$ cat src/rtl/dp_bank_arbiter.sv
// Bank decoder and conflict arbiter for a two-port, multi-bank memory.
// Decodes the bank from the address MSBs and grants one port when both hit the same bank.
module dp_bank_arbiter #(
    parameter int ADDR_W    = 8,
    parameter int NUM_BANK  = 4,
    parameter int BANK_W    = $clog2(NUM_BANK),
    parameter int PRIO_MODE = 0,
    parameter int CNT_W     = 16
) (
    input  logic                       clk,
    input  logic                       rst,

    input  logic                       a_req,
    input  logic [ADDR_W-1:0]          a_addr,
    input  logic                       a_we,
    output logic                       a_gnt,
    output logic [NUM_BANK-1:0]        a_bank_en,
    output logic [ADDR_W-BANK_W-1:0]   a_row,
    output logic                       a_we_q,
    output logic                       a_err,

    input  logic                       b_req,
    input  logic [ADDR_W-1:0]          b_addr,
    input  logic                       b_we,
    output logic                       b_gnt,
    output logic [NUM_BANK-1:0]        b_bank_en,
    output logic [ADDR_W-BANK_W-1:0]   b_row,
    output logic                       b_we_q,
    output logic                       b_err,

    output logic [CNT_W-1:0]           conflict_cnt,
    output logic                       prio_state
);

    localparam int ROW_W = ADDR_W - BANK_W;

    // Handshake: a port's request is accepted in any cycle where req and gnt are
    // both high. A port seeing req without gnt must hold req and addr stable; the
    // block keeps no queue, so a dropped request is simply never serviced.

    typedef enum logic {
        PRIO_A = 1'b0,
        PRIO_B = 1'b1
    } prio_t;

    prio_t prio_q;
    prio_t prio_d;

    logic [BANK_W-1:0] a_idx;
    logic [BANK_W-1:0] b_idx;
    logic              a_in_range;
    logic              b_in_range;
    logic              conflict;

    assign a_idx      = a_addr[ADDR_W-1 -: BANK_W];
    assign b_idx      = b_addr[ADDR_W-1 -: BANK_W];
    assign a_in_range = (int'(a_idx) < NUM_BANK);
    assign b_in_range = (int'(b_idx) < NUM_BANK);

    // An out-of-range index is consumed with an error and never contends for a bank.
    assign conflict = a_req && b_req && (a_idx == b_idx) && a_in_range;

    assign prio_state = prio_q;

    always_comb begin
        a_gnt  = 1'b0;
        b_gnt  = 1'b0;
        prio_d = prio_q;
        if (!rst) begin
            if (conflict) begin
                if (PRIO_MODE != 0 || prio_q == PRIO_A) begin
                    a_gnt = 1'b1;
                end else begin
                    b_gnt = 1'b1;
                end
                // Winner was prio_q, so toggling points the flag at the loser.
                if (PRIO_MODE == 0) begin
                    prio_d = (prio_q == PRIO_A) ? PRIO_B : PRIO_A;
                end
            end else begin
                a_gnt = a_req;
                b_gnt = b_req;
            end
        end
    end

    always_ff @(posedge clk) begin
        if (rst) begin
            prio_q       <= PRIO_A;
            a_bank_en    <= '0;
            a_row        <= '0;
            a_we_q       <= 1'b0;
            a_err        <= 1'b0;
            b_bank_en    <= '0;
            b_row        <= '0;
            b_we_q       <= 1'b0;
            b_err        <= 1'b0;
            conflict_cnt <= '0;
        end else begin
            prio_q <= prio_d;

            a_bank_en <= (a_gnt && a_in_range) ? (NUM_BANK'(1) << a_idx) : '0;
            a_we_q    <= a_gnt && a_we;
            a_err     <= a_gnt && !a_in_range;
            if (a_gnt) begin
                a_row <= a_addr[ROW_W-1:0];
            end

            b_bank_en <= (b_gnt && b_in_range) ? (NUM_BANK'(1) << b_idx) : '0;
            b_we_q    <= b_gnt && b_we;
            b_err     <= b_gnt && !b_in_range;
            if (b_gnt) begin
                b_row <= b_addr[ROW_W-1:0];
            end

            if (conflict && conflict_cnt != {CNT_W{1'b1}}) begin
                conflict_cnt <= conflict_cnt + CNT_W'(1);
            end
        end
    end

endmodule
$ cat config.mk
export PLATFORM = sky130hd
export DESIGN_NAME = dp_bank_arbiter
export DESIGN_NICKNAME = d
export VERILOG_FILES = /design/src/rtl/dp_bank_arbiter.sv
export SDC_FILE = /design/constraint.sdc
export NUM_CORES = 1
export LEC_CHECK = 0
export CAP_MARGIN = 20
export CORE_AREA = 8 8 67 84
export DETAILED_ROUTE_END_ITERATION = 16
export DIE_AREA = 0 0 75 92
export GPL_TIMING_DRIVEN = 0
export PLACE_DENSITY = 0.82
export SETUP_SLACK_MARGIN = 0.3
export SLEW_MARGIN = 10
export SYNTH_ARGS = -nofsm -noshare
export SYNTH_HDL_FRONTEND = slang
export SYNTH_SLANG_ARGS = --single-unit
export TNS_END_PERCENT = 20
$ cat constraint.sdc
create_clock -name clk -period 2.6 [get_ports clk]
set_input_delay 0.26 -clock clk [delete_from_list [all_inputs] [get_ports clk]]
set_output_delay 0.26 -clock clk [all_outputs]
set_load 0.05 [all_outputs]
**Word-level counts from Yosys, hierarchy flattened**

Cells that the tools add are included.
Widths: inputs -> output; s select.

- Input port bits: 22
- Register bits after elaboration: 39
- Output and inout port bits: 43
- Word-level logic and storage cells: 28

- Eq/ne operators: 2
- Reductions and logical operators: 7
- Add/sub/neg operators: 1
- Shift operators: 2
- Bitwise gates (word level): 2
- Mux-type cells: 6

Operator list:

| cell | number |
|---|---|
| $add 16x1->16 const B | 1 |
| $ne 16x16->1 const B | 1 |
| $shl 1x2->4 const A | 2 |
| $mux 1 | 6 |
| $logic_and 1x1->1 | 5 |
| $reduce_or 2->1 | 2 |
| $eq 2x2->1 | 1 |
| $not 1->1 | 2 |

**Longest topological paths before layout**

Gate-level depths: netlist of the first run.

- Depth in word-level cells: 6
- Depth in mapped cells: 6
- Depth with buffers taken out: 5

**Worst setup path after synthesis of the first run**

OpenSTA, ideal clock, no wires.

- Path kind: register to register
- Start: reg prio_q (netlist: prio_state)
- End: reg a_bank_en[3]
- Cell stages (with the launch flop): 7
- Setup time: 116 ps
- Path slack: 488 ps
- Arrival: 1996 ps
- Buffers on the path: 1
- Clock period less this slack: 2112 ps
- Required time: 2484 ps
- Cell sequence: dfxtp_1 inv_1 o41a_1 buf_2 nand2b_1 inv_1 and3_1

- Cells in the longest elaborated chain, start to end: 5

RTL lines:

| element | RTL line | RTL |
|---|---|---|
| from (decl) | 46 | `prio_t prio_q;` |
| from (signal assigned) | 100 | `prio_q <= prio_d;` |
| $mux 1 | 71 | `if (PRIO_MODE != 0 \|\| prio_q == PRIO_A) begin` |
| $mux 1 | 70 | `if (conflict) begin` |
| $mux 1 | 69 | `if (!rst) begin` |
| net a_gnt | 16 | `output logic a_gnt,` |
| $not 1->1 (no source line) | - |  |
| $reduce_or 2->1 (no source line) | - |  |
| to (signal assigned) | 102 | `a_bank_en <= (a_gnt && a_in_range) ? (NUM_BANK'(1) << a_idx) : '0;` |
| to (decl) | 17 | `output logic [NUM_BANK-1:0] a_bank_en,` |

The timed path passes the listed nets, and every way through them passes these cells.
A chain may end at the register's enable or synchronous reset.

**Worst setup path in the final report of the first run**

- Start: in b_addr[6]
- End: out b_gnt

- Cells in the longest elaborated chain, start to end: 4

RTL lines:

| element | RTL line | RTL |
|---|---|---|
| from (decl) | 23 | `input logic [ADDR_W-1:0] b_addr,` |
| $eq 2x2->1 | 61 | `assign conflict = a_req && b_req && (a_idx == b_idx) && a_in_range;` |
| $logic_and 1x1->1 | 61 |  |
| $mux 1 | 70 |  |
| $mux 1 | 69 |  |
| to (decl) | 25 | `output logic b_gnt,` |

Every way passes these cells.

==> key figures, run 1 <==
Worst hold path
  – Hold Crit Class: input port to flop

Synth
  – Post-synthesis sequential area ratio: 46.6%
  – Synth warnings: 0
  – Synth cell types: 37
  – Synth Register Bits: 39
  – Cells after Synth: 175
  – Mapped Avg Cell Area: 9.57 µm²
  – Netlist Area Pre-Place: 0.00168 mm²

Timing
  – Final Hold Viols: 0
  – RSZ-0062 raised after global routing: true
  – Max_slew headroom: 62.9%
  – Fmax: 447 MHz
  – Tcrit/Tclk final: 86.0%
  – Fin. max-slew vios: 0
  – Clk_skew: 0.00376 ns
  – Worst-Margin Slew: 0.555 ns
  – Setup WS post-layout: 0.365 ns
  – Min Clock Period, post-route: 2.23 ns
  – Setup violations, final: 0

Detailed routing
  – Post-DR vias/cell: 5.08
  – Vias: 1,554
  – DRC Markers: 0
  – Routed wire per std cell: 14.3 µm
  – WL final: 4.36 mm
  – Router iterations before antenna repair: 4
  – ANT nets after route: 0
  – Initial DRC Count: 92

CTS
  – CTS sink cnt: 39
  – CTS Hold Buffers Added: 0
  – Clk root buf: clkbuf_8
  – CTS tree: yes
  – CTS HTree Levels: 2
  – Worst-case clock buffer depth: 2
  – Clock latency on the worst-skew pair: 0.29 ns
  – Reg clk slew, reported paths: 0.07 ns
  – Inserted Clock Buffers: 5

GRT
  – Congestion Overflow GR: 0
  – First-pass GRT wire length: 7.02 mm
  – All-layer global routing usage: 12.9%
  – Largest net degree at the start of global routing: 13
  – Initial antenna violation count: 0
  – Vias in the first global route: 1,504

Pwr
  – Comb pwr share: 16.2%
  – Pwr dens: 539 mW/mm²
  – Net Sw Frac: 25.6%
  – Clock share of power: 38.1%
  – Power, Total: 1.36 mW
  – Worst vdd ir: 457 µV
  – Lkg Pwr: 0.939 nW
  – P_int: 1.01 mW
  – P_sw: 0.350 mW
  – Fraction of power consumed by sequential logic: 45.7%

Worst setup path
  – R2R depth: 6
  – Critical Path RT: 2.34 ns
  – Capture point of the worst path: b_gnt
  – CP Launch Point: b_addr[6]
  – Worst EP arrival: 1.97 ns
  – Setup CP Type: input port to output port
  – Max FO, Critical Path: 5
  – Worst reg2reg endpoint: conflict_cnt[6]
  – CP startpoint kind: input port
  – Crit path capture type: output port
  – R2r startpoint: conflict_cnt[0]
  – Internal reg-to-reg setup slack: 0.58 ns

Floorplanning
  – Die width: 75 µm
  – Core ar.: 0.00429 mm²
  – Initial core utilization: 39.0%
  – Chip Height: 92 µm
  – Row count: 27
  – Total die area: 0.00690 mm²
  – Num ports: 65

Cells and area
  – Share of layout cells above drive strength 1: 11.7%
  – Area Growth Syn to Fin: 50.9%
  – # diodes: 0
  – Nets: 270
  – Final Core Density: 58.9%
  – Post-Layout Cell Count: 306
  – Fillers: 393

Placed design
  – Pre-CTS setup slack: -0.417 ns
  – Routability congestion estimate: 0.831
  – Placed Instances: 296
  – Port buffer count: 62
  – Hpwl dp: 3.28 mm

Run status
  – Outcome: finished, final reports clean

Run
  – Max-cap viol count: 0
## routing by layer
| layer | GRT usage, % | up-vias | share of wire, % |
|---|---|---|---|
| met1 | 13.6 | 718 | 39 |
| met3 | 5.23 | 4 | 8.2 |
| met2 | 22.3 | 48 | 52 |
| met4 | 3.93 | 0 | 0.73 |
| met5 | 0 | - | 0 |
| li1 | - | 784 | - |
## through the flow
| step | instance area, µm² | TNS, ns | hold WS [ns] |
|---|---|---|---|
| 3_5_place_dp | 2370 | -0.792 | 0.486 |
| 6_report | 2530 | 0 | 0.301 |
| 3_3_place_gp | 2370 | -0.757 | 0.473 |
| 4_1_cts | 2510 | 0 | 0.405 |
| 5_1_grt | 2530 | 0 | 0.294 |
| 2_1_floorplan | 1680 | 0 | 0.336 |
## cells in the mapped netlist
master / number / area, µm²
or4_1: 8 / 60.1
o41a_1: 1 / 11.3
o21ba_2: 1 / 10.0
nor2b_1: 3 / 18.8
o21ai_0: 3 / 15.0
o41ai_4: 1 / 27.5
dfxtp_1: 39 / 781
nand3_1: 7 / 35.0
buf_6: 1 / 11.3
o211ai_1: 2 / 15.0
nor2_1: 15 / 56.3
clkbuf_1: 4 / 15.0
nand3b_1: 1 / 7.51
nor3_1: 4 / 20.0
xor2_1: 2 / 17.5
ha_1: 1 / 12.5
nor4_1: 4 / 25.0
conb_1: 1 / 3.75
and2_1: 3 / 18.8
or2_2: 1 / 6.26
mux2i_1: 12 / 120
o31a_1: 1 / 8.76
and4bb_2: 1 / 12.5
and4_1: 2 / 17.5
and3_1: 4 / 25.0
or3_4: 1 / 11.3
or3_1: 3 / 18.8
nor3b_1: 4 / 30.0
buf_4: 2 / 15.0
nand2b_1: 1 / 6.26
o31ai_1: 10 / 75.1
nand4_1: 2 / 12.5
mux2_2: 3 / 33.8
a21oi_1: 13 / 65.1
buf_2: 3 / 15.0
inv_1: 4 / 15.0
nand2_1: 7 / 26.3
## how the worst min path moves through the flow
stage | slack, ns | startpoint | cells after the start | end
floorplan | 0.34 | a_addr[6] | 1 | a_bank_en[2]
global placement | 0.47 | b_row[4] | 2 | b_row[4]
detailed placement | 0.49 | a_row[5] | 2 | a_row[5]
CTS | 0.40 | a_addr[7] | 2 | a_bank_en[0]
global route | 0.29 | a_addr[6] | 2 | a_bank_en[2]
finish | 0.30 | a_addr[6] | 2 | a_bank_en[2]
## state kept, by name, indices dropped and copies added (netlist names)
register / count
b_bank_en: 4
prio_state: 1
b_we_q: 1
a_row: 6
conflict_cnt: 16
a_bank_en: 4
a_we_q: 1
b_row: 6
## power by group through the flow
stage / registers (mW) / clock network (mW) / logic (mW)
global placement: 0.636 / 0 / 0.216
finish: 0.623 / 0.520 / 0.221
floorplan: 0.698 / 0 / 0.0680
global route: 0.626 / 0.561 / 0.234
detailed placement: 0.637 / 0 / 0.217
CTS: 0.623 / 0.537 / 0.221
## layout by cell type (no fill, tap or decap), types with 2 or more instances in the layout
| cell | count |
|---|---|
| clkdlybuf4s50_1 | 57 |
| dfxtp_1 | 39 |
| nor2_1 | 15 |
| a21oi_1 | 13 |
| mux2i_1 | 12 |
| o31ai_1 | 10 |
| or4_1 | 8 |
| nand2_1 | 7 |
| nand3_1 | 7 |
| clkbuf_8 | 6 |
| inv_1 | 4 |
| and3_1 | 4 |
| clkbuf_1 | 4 |
| nor3_1 | 4 |
| nor3b_1 | 4 |
| nor4_1 | 4 |
| buf_4 | 4 |
| or3_1 | 3 |
| o21ai_0 | 3 |
| and2_1 | 3 |
| nor2b_1 | 3 |
| mux2_2 | 3 |
| xor2_2 | 2 |
| clkbuf_4 | 2 |
| buf_2 | 2 |
| nand4_1 | 2 |
| and4_1 | 2 |
| o211ai_1 | 2 |
| conb_1 | 2 |
| dlygate4sd2_1 | 2 |
## critical path, stage by stage
cell and delay, ns:
clkdlybuf4s50_1 0.58, xor2_2 0.26, o41ai_4 0.09, or2_2 0.32, inv_1 0.09, clkdlybuf4s15_2 0.37
## kinds of logic after synthesis
logic type	count (synthesis)	share of synthesized area (%)
compound gates	32	13.6
xor+xnor	2	1.05
fa+ha+maj	1	0.747
buf+inv	14	4.26
flops	39	46.6
mux	15	9.19
other cells	1	0.224
simple gates	71	24.3
## final cells by class
cell class | count | area [µm²] | area share, %
multi-input cells | 123 | 850 | 33.6
flip-flops and latches | 39 | 781 | 30.9
repair buffers | 64 | 634 | 25.1
clock buffers | 6 | 82.6 | 3.27
well taps | 58 | 72.6 | 2.87
plain buffers | 10 | 58.8 | 2.33
clock inverters | 2 | 35.0 | 1.39
inverters | 4 | 15.0 | 0.594
## timing repair
item                                    in CTS  in global routing
pin swaps                                    2                  1
setup buffers                                2                  0
endpoints found under the setup margin       2                  3
resized for setup                           12                  4
(Power assumes the default switching activity.)
==> run 2: changes to the inputs <==
Settings changed: CORE_AREA 8 8 67 84 to 8 8 63 79, DIE_AREA 0 0 75 92 to 0 0 71 87, PLACE_DENSITY 0.82 to 0.92.
==> run 2 against run 1 <==
Against the previous run:
- critical path depth up 1
- design area is 2.0% lower
- worst hold slack better by 0.041 ns
- combinational power barely moved
- register-to-register slack about the same
- cell count is 5.9% lower
- flip-flop and latch count stayed put
- total power fell by 7.8%
- global-route usage increased by 1.6 points
- non-clock buffer count fell by 1
- clock skew up 0.0018 ns
- clock-buffer cell count did not move
==> key figures, run 2 (synthesis results as in run 1) <==
Worst setup path
  – CP peak stage delay: 0.53 ns
  – CP startpoint kind: input port
  – Critical Path RT: 2.34 ns
  – R2R depth: 6
  – R2r startpoint: conflict_cnt[0]
  – Internal reg-to-reg setup slack: 0.59 ns
  – Worst EP arrival: 1.91 ns
  – Worst path slowest cell: clkdlybuf4s50_1
  – Capture point of the worst path: a_gnt
  – Worst Path Buf+Inv: 4
  – Cell family with most CP delay: buffers and inverters
  – Max FO, Critical Path: 7
  – Worst reg2reg endpoint: conflict_cnt[6]
  – Cell Chain, Critical Path: clkdlybuf4s50_1, nand2_2, o41a_1, buf_2, nand2b_1, inv_1, buf_4
  – CP Launch Point: b_req
  – Crit path capture type: output port
  – Critical path depth: 7
  – Setup CP Type: input port to output port

Worst hold path
  – Hold Crit Class: input port to flop
  – Hold Path Stages: 2

Detailed routing
  – Initial DRC Count: 100
  – DRC Markers: 0
  – ANT nets after route: 0
  – Router iterations before antenna repair: 4
  – Metal3 WL: 315 µm
  – Top Layer Used: met4
  – Vias: 1,577
  – M1 WL: 1.64 mm
  – Post-DR vias/cell: 5.48
  – WL final: 4.37 mm
  – Wire length on met2: 2.27 mm
  – Routed wire per std cell: 15.2 µm

Floorplanning
  – Row count: 26
  – Num ports: 65
  – Chip Height: 87 µm
  – Die width: 71 µm
  – Core ar.: 0.00384 mm²
  – Initial core utilization: 43.6%
  – Total die area: 0.00618 mm²

Cells and area
  – Area Growth Syn to Fin: 47.9%
  – Most common cell after layout, fill and taps aside: clkdlybuf4s50_1
  – # diodes: 0
  – Max reg flops: 16
  – Cell area after layout: 0.00248 mm²
  – Most frequent cells in the layout: 56 x clkdlybuf4s50_1, 39 x dfxtp_1, 15 x nor2_1
  – Largest Register: conflict_cnt
  – Share of layout cells above drive strength 1: 11.0%
  – Largest regs: conflict_cnt: 16 flops, a_row: 6 flops, b_row: 6 flops
  – Final Core Density: 64.5%
  – Nets: 269

Timing
  – Clk_skew: 0.00560 ns
  – Tcrit/Tclk final: 83.5%
  – Min Clock Period, post-route: 2.17 ns
  – Fin. max-slew vios: 0
  – Max_slew headroom: 61.1%
  – Setup TNS Final: 0 ns
  – Hold slack: 0.342 ns
  – Fmax: 461 MHz
  – RSZ-0062 raised after global routing: false
  – Setup violations, final: 0
  – Worst-Margin Slew: 0.581 ns
  – Final Hold Viols: 0

GRT
  – All-layer global routing usage: 14.5%
  – Largest net degree at the start of global routing: 12
  – Initial antenna violation count: 0
  – Vias in the first global route: 1,579
  – Congestion Overflow GR: 0
  – First-pass GRT wire length: 7.13 mm

CTS
  – Inserted Clock Buffers: 5
  – Worst-case clock buffer depth: 2
  – Reg clk slew, reported paths: 0.07 ns
  – CTS tree: yes
  – Clock latency on the worst-skew pair: 0.29 ns
  – CTS HTree Levels: 2
  – Clk root buf: clkbuf_8
  – CTS sink cnt: 39

Placed design
  – Routability congestion estimate: 0.807
  – Hpwl dp: 3.34 mm
  – Port buffer count: 62
  – Placed inst area: 0.00235 mm²

Pwr
  – Lkg Pwr: 0.925 nW
  – Worst vdd ir: 313 µV
  – Pwr dens: 508 mW/mm²

Run status
  – Outcome: finished, final reports clean

Run
  – Max-cap viol count: 0
[run 2: cell types whose count changed in the layout (fill, tap and decap cells not counted), sizes merged]
cell and change:
clkbuf -2, buf +1, bufinv -1, clkdlybuf4s50 -1, dlymetal6s2s +1
[run 2: metal layers]
metal  vias to the layer above  GRT usage [%]
li1                        778              -
met1                       737           13.9
met2                        53           25.3
met3                         9           4.95
met4                         0           10.2
met5                         -              0
[run 2: final cells by class]
class	count	area (µm²)
buffer	10	56.3
inverter	4	15.0
clock inverter	1	5.00
tap	42	52.6
sequential	39	781
multi-input combinational	123	856
fill	308	1360
clock buffer	6	82.6
timing repair buffer	63	629
[run 2: worst min path at each step]
stage / from / endpoint / slack, ns
CTS: a_addr[7] / a_bank_en[0] / 0.40
finish: a_addr[6] / a_bank_en[2] / 0.34
floorplan: a_addr[6] / a_bank_en[2] / 0.34
global placement: a_row[2] / a_row[2] / 0.47
global route: a_addr[6] / a_bank_en[2] / 0.36
detailed placement: b_row[5] / b_row[5] / 0.49
[run 2: what timing repair did]
item	4_1_cts	5_1_grt
hold buffers	0	0
buffers inserted	1	0
pin swaps	1	1
gates resized for setup	13	4
gates cloned	0	0
endpoints found under the setup margin	2	2
endpoints found under the hold margin	0	0
[run 2: report_power, final]
group	switching [mW]	total (mW)	internal, mW
Clock	0.205	0.413	0.208
Combinational	0.134	0.221	0.0875
Sequential	0.00881	0.623	0.615
[run 2: through the flow]
step                      std cells  power [mW]  setup WS (ns)
after floorplan                 176       0.766          0.488
after global placement          280       0.851         -0.365
after detailed placement        280       0.855         -0.388
after CTS                       288        1.27          0.301
after global routing            288        1.31          0.328
final                           288        1.26          0.429
[run 2: worst reg2reg max path, delay by kind of cell (launching register included)]
kind | cells | cell delay, ns
adder cells (fa/ha/maj) | 1 | 0.26
buffers and inverters | 1 | 0.21
flip-flops | 1 | 0.35
multiplexers | 1 | 0.36
AND/OR/NAND/NOR | 3 | 0.72
==> run 3: changes to the inputs <==
Settings changed: CORE_AREA 8 8 63 79 to 8 8 65 81, DIE_AREA 0 0 71 87 to 0 0 73 89, PLACE_DENSITY 0.92 to 0.87.
Clock period 2.6 ns to 2.05 ns, I/O delays scaled along.
==> run 3 against run 2 <==
Against the previous run:
- sequential power increased by 26%
- clock-buffer cell count is 2 higher
- core utilization rose by 3.3 points
- highest routed layer unchanged
- largest power group unchanged
- worst setup slack worse by 0.13 ns
- cell count is 8.0% higher
- flip-flop and latch count is the same
- register-to-register slack worse by 0.21 ns
- combinational power grew 34%
- die area rose by 5.2%
==> key figures, run 3 (synthesis results as in run 1) <==
Run status
  – Outcome: finished, final reports clean

Timing
  – Setup WS post-layout: 0.301 ns
  – Fmax: 572 MHz
  – Hold slack: 0.191 ns
  – Final Hold Viols: 0
  – Max_slew headroom: 64.7%
  – Setup violations, final: 0
  – RSZ-0062 raised after global routing: true
  – Tcrit/Tclk final: 85.3%
  – Fin. max-slew vios: 0
  – Min Clock Period, post-route: 1.75 ns
  – Worst-Margin Slew: 0.528 ns
  – Clk_skew: 0.00267 ns

CTS
  – Worst-case clock buffer depth: 2
  – CTS tree: yes
  – CTS HTree Levels: 2
  – CTS Hold Buffers Added: 0
  – Reg clk slew, reported paths: 0.07 ns
  – Clk root buf: clkbuf_8
  – CTS sink cnt: 39
  – Inserted Clock Buffers: 5
  – Clock latency on the worst-skew pair: 0.29 ns

Floorplanning
  – Total die area: 0.00650 mm²
  – Core ar.: 0.00400 mm²
  – Num ports: 65
  – Chip Height: 89 µm
  – Initial core utilization: 41.9%
  – Die width: 73 µm
  – Row count: 26

Detailed routing
  – ANT nets after route: 0
  – Routed wire per std cell: 15.3 µm
  – WL final: 4.77 mm
  – Initial DRC Count: 132
  – Post-DR vias/cell: 5.34
  – DRC Markers: 0
  – Router iterations before antenna repair: 4
  – Vias: 1,661

GRT
  – Congestion Overflow GR: 0
  – Vias in the first global route: 1,641
  – Initial antenna violation count: 0
  – First-pass GRT wire length: 7.56 mm
  – Largest net degree at the start of global routing: 12
  – All-layer global routing usage: 14.9%

Placed design
  – Pre-CTS setup slack: -0.903 ns
  – Routability congestion estimate: 0.864
  – Hpwl dp: 3.37 mm
  – Placed inst area: 0.00247 mm²
  – Placed Instances: 294
  – Port buffer count: 62

Cells and area
  – Most frequent cells in the layout: 54 x clkdlybuf4s50_1, 24 x dfxtp_1, 15 x nor2_1
  – Nets: 277
  – Area Growth Syn to Fin: 62.1%
  – Most common cell after layout, fill and taps aside: clkdlybuf4s50_1
  – Area of the multi-input gates: 940 µm²
  – FF+latch area: 807 µm²
  – Share of layout cells above drive strength 1: 25.5%
  – # diodes: 0
  – Final Core Density: 67.9%
  – Cell area after layout: 0.00272 mm²
  – Fillers: 321
  – Post-Layout Cell Count: 311
  – Largest regs: conflict_cnt: 16 flops, a_row: 6 flops, b_row: 6 flops
  – Max reg flops: 16
  – Largest Register: conflict_cnt

Worst hold path
  – Hold Path Stages: 2
  – Hold Crit Class: input port to flop

Pwr
  – Pwr dens: 611 mW/mm²
  – Worst vdd ir: 498 µV
  – Lkg Pwr: 0.965 nW

Worst setup path
  – Crit path capture type: output port
  – Capture point of the worst path: a_gnt
  – CP Launch Point: a_addr[6]
  – CP startpoint kind: input port
  – Worst EP arrival: 1.54 ns
  – Setup CP Type: input port to output port
  – Critical Path RT: 1.85 ns
  – Worst reg2reg endpoint: conflict_cnt[6]
  – Max FO, Critical Path: 5
  – R2R depth: 6
  – Internal reg-to-reg setup slack: 0.38 ns
  – R2r startpoint: conflict_cnt[1]

Run
  – Max-cap viol count: 0
[run 3: cell types whose count changed in the layout (fill, tap and decap cells not counted), moves of 3 or more]
cell     change
buf_4        +8
dfxtp_2     +12
dfxtp_4      +3
dfxtp_1     -15
inv_1        -3
nor4_1       -3
[run 3: worst min path at each step]
| stage | from | endpoint |
|---|---|---|
| finish | b_addr[7] | b_bank_en[0] |
| global route | b_addr[7] | b_bank_en[0] |
| CTS | b_addr[7] | b_bank_en[0] |
| detailed placement | a_row[4] | a_row[4] |
| global placement | a_row[3] | a_row[3] |
| floorplan | a_addr[6] | a_bank_en[2] |
[run 3: routing by layer]
layer / share of wire, % / vias up / routed length [µm] / global-route usage [%]
met3: 8.4 / 6 / 403 / 6.17
met2: 52 / 63 / 2480 / 26.3
met1: 38 / 789 / 1820 / 14.9
met5: 0 / - / 0 / 0
met4: 1.4 / 0 / 69 / 6.57
li1: - / 803 / - / -
[run 3: cell type report]
type	instances	area share (%)
buffer	10	2.81
timing repair buffer	71	25.8
inverter	4	0.829
tap	56	2.58
sequential	39	29.7
clock buffer	8	3.69
multi-input combinational	123	34.6
[run 3: timing repair]
item | 4_1_cts | 5_1_grt
gates resized for setup | 33 | 8
cloned | 0 | 1
endpoints found under the hold margin | 0 | 0
setup endpoints to repair | 31 | 20
buffers inserted | 5 | 3
pin swaps | 6 | 2
[run 3: report_power, final]
group	internal (mW)	total [mW]	leakage, nW	switching [mW]
Combinational	0.121	0.296	0.588	0.175
Clock	0.307	0.576	0.0515	0.268
Sequential	0.777	0.788	0.326	0.0116
[run 3: critical path, stage by stage]
cell and delay [ns]:
dlygate4sd2_1 0.31, xor2_2 0.23, o41a_1 0.34, buf_6 0.13
nand2b_4 0.07, clkinvlp_4 0.10, buf_8 0.16
[run 3: through the flow]
step / total power [mW] / TNS (ns)
2_1_floorplan: 0.978 / 0
5_1_grt: 1.73 / 0
4_1_cts: 1.67 / 0
3_3_place_gp: 1.09 / -6.35
3_5_place_dp: 1.09 / -6.81
6_report: 1.66 / 0
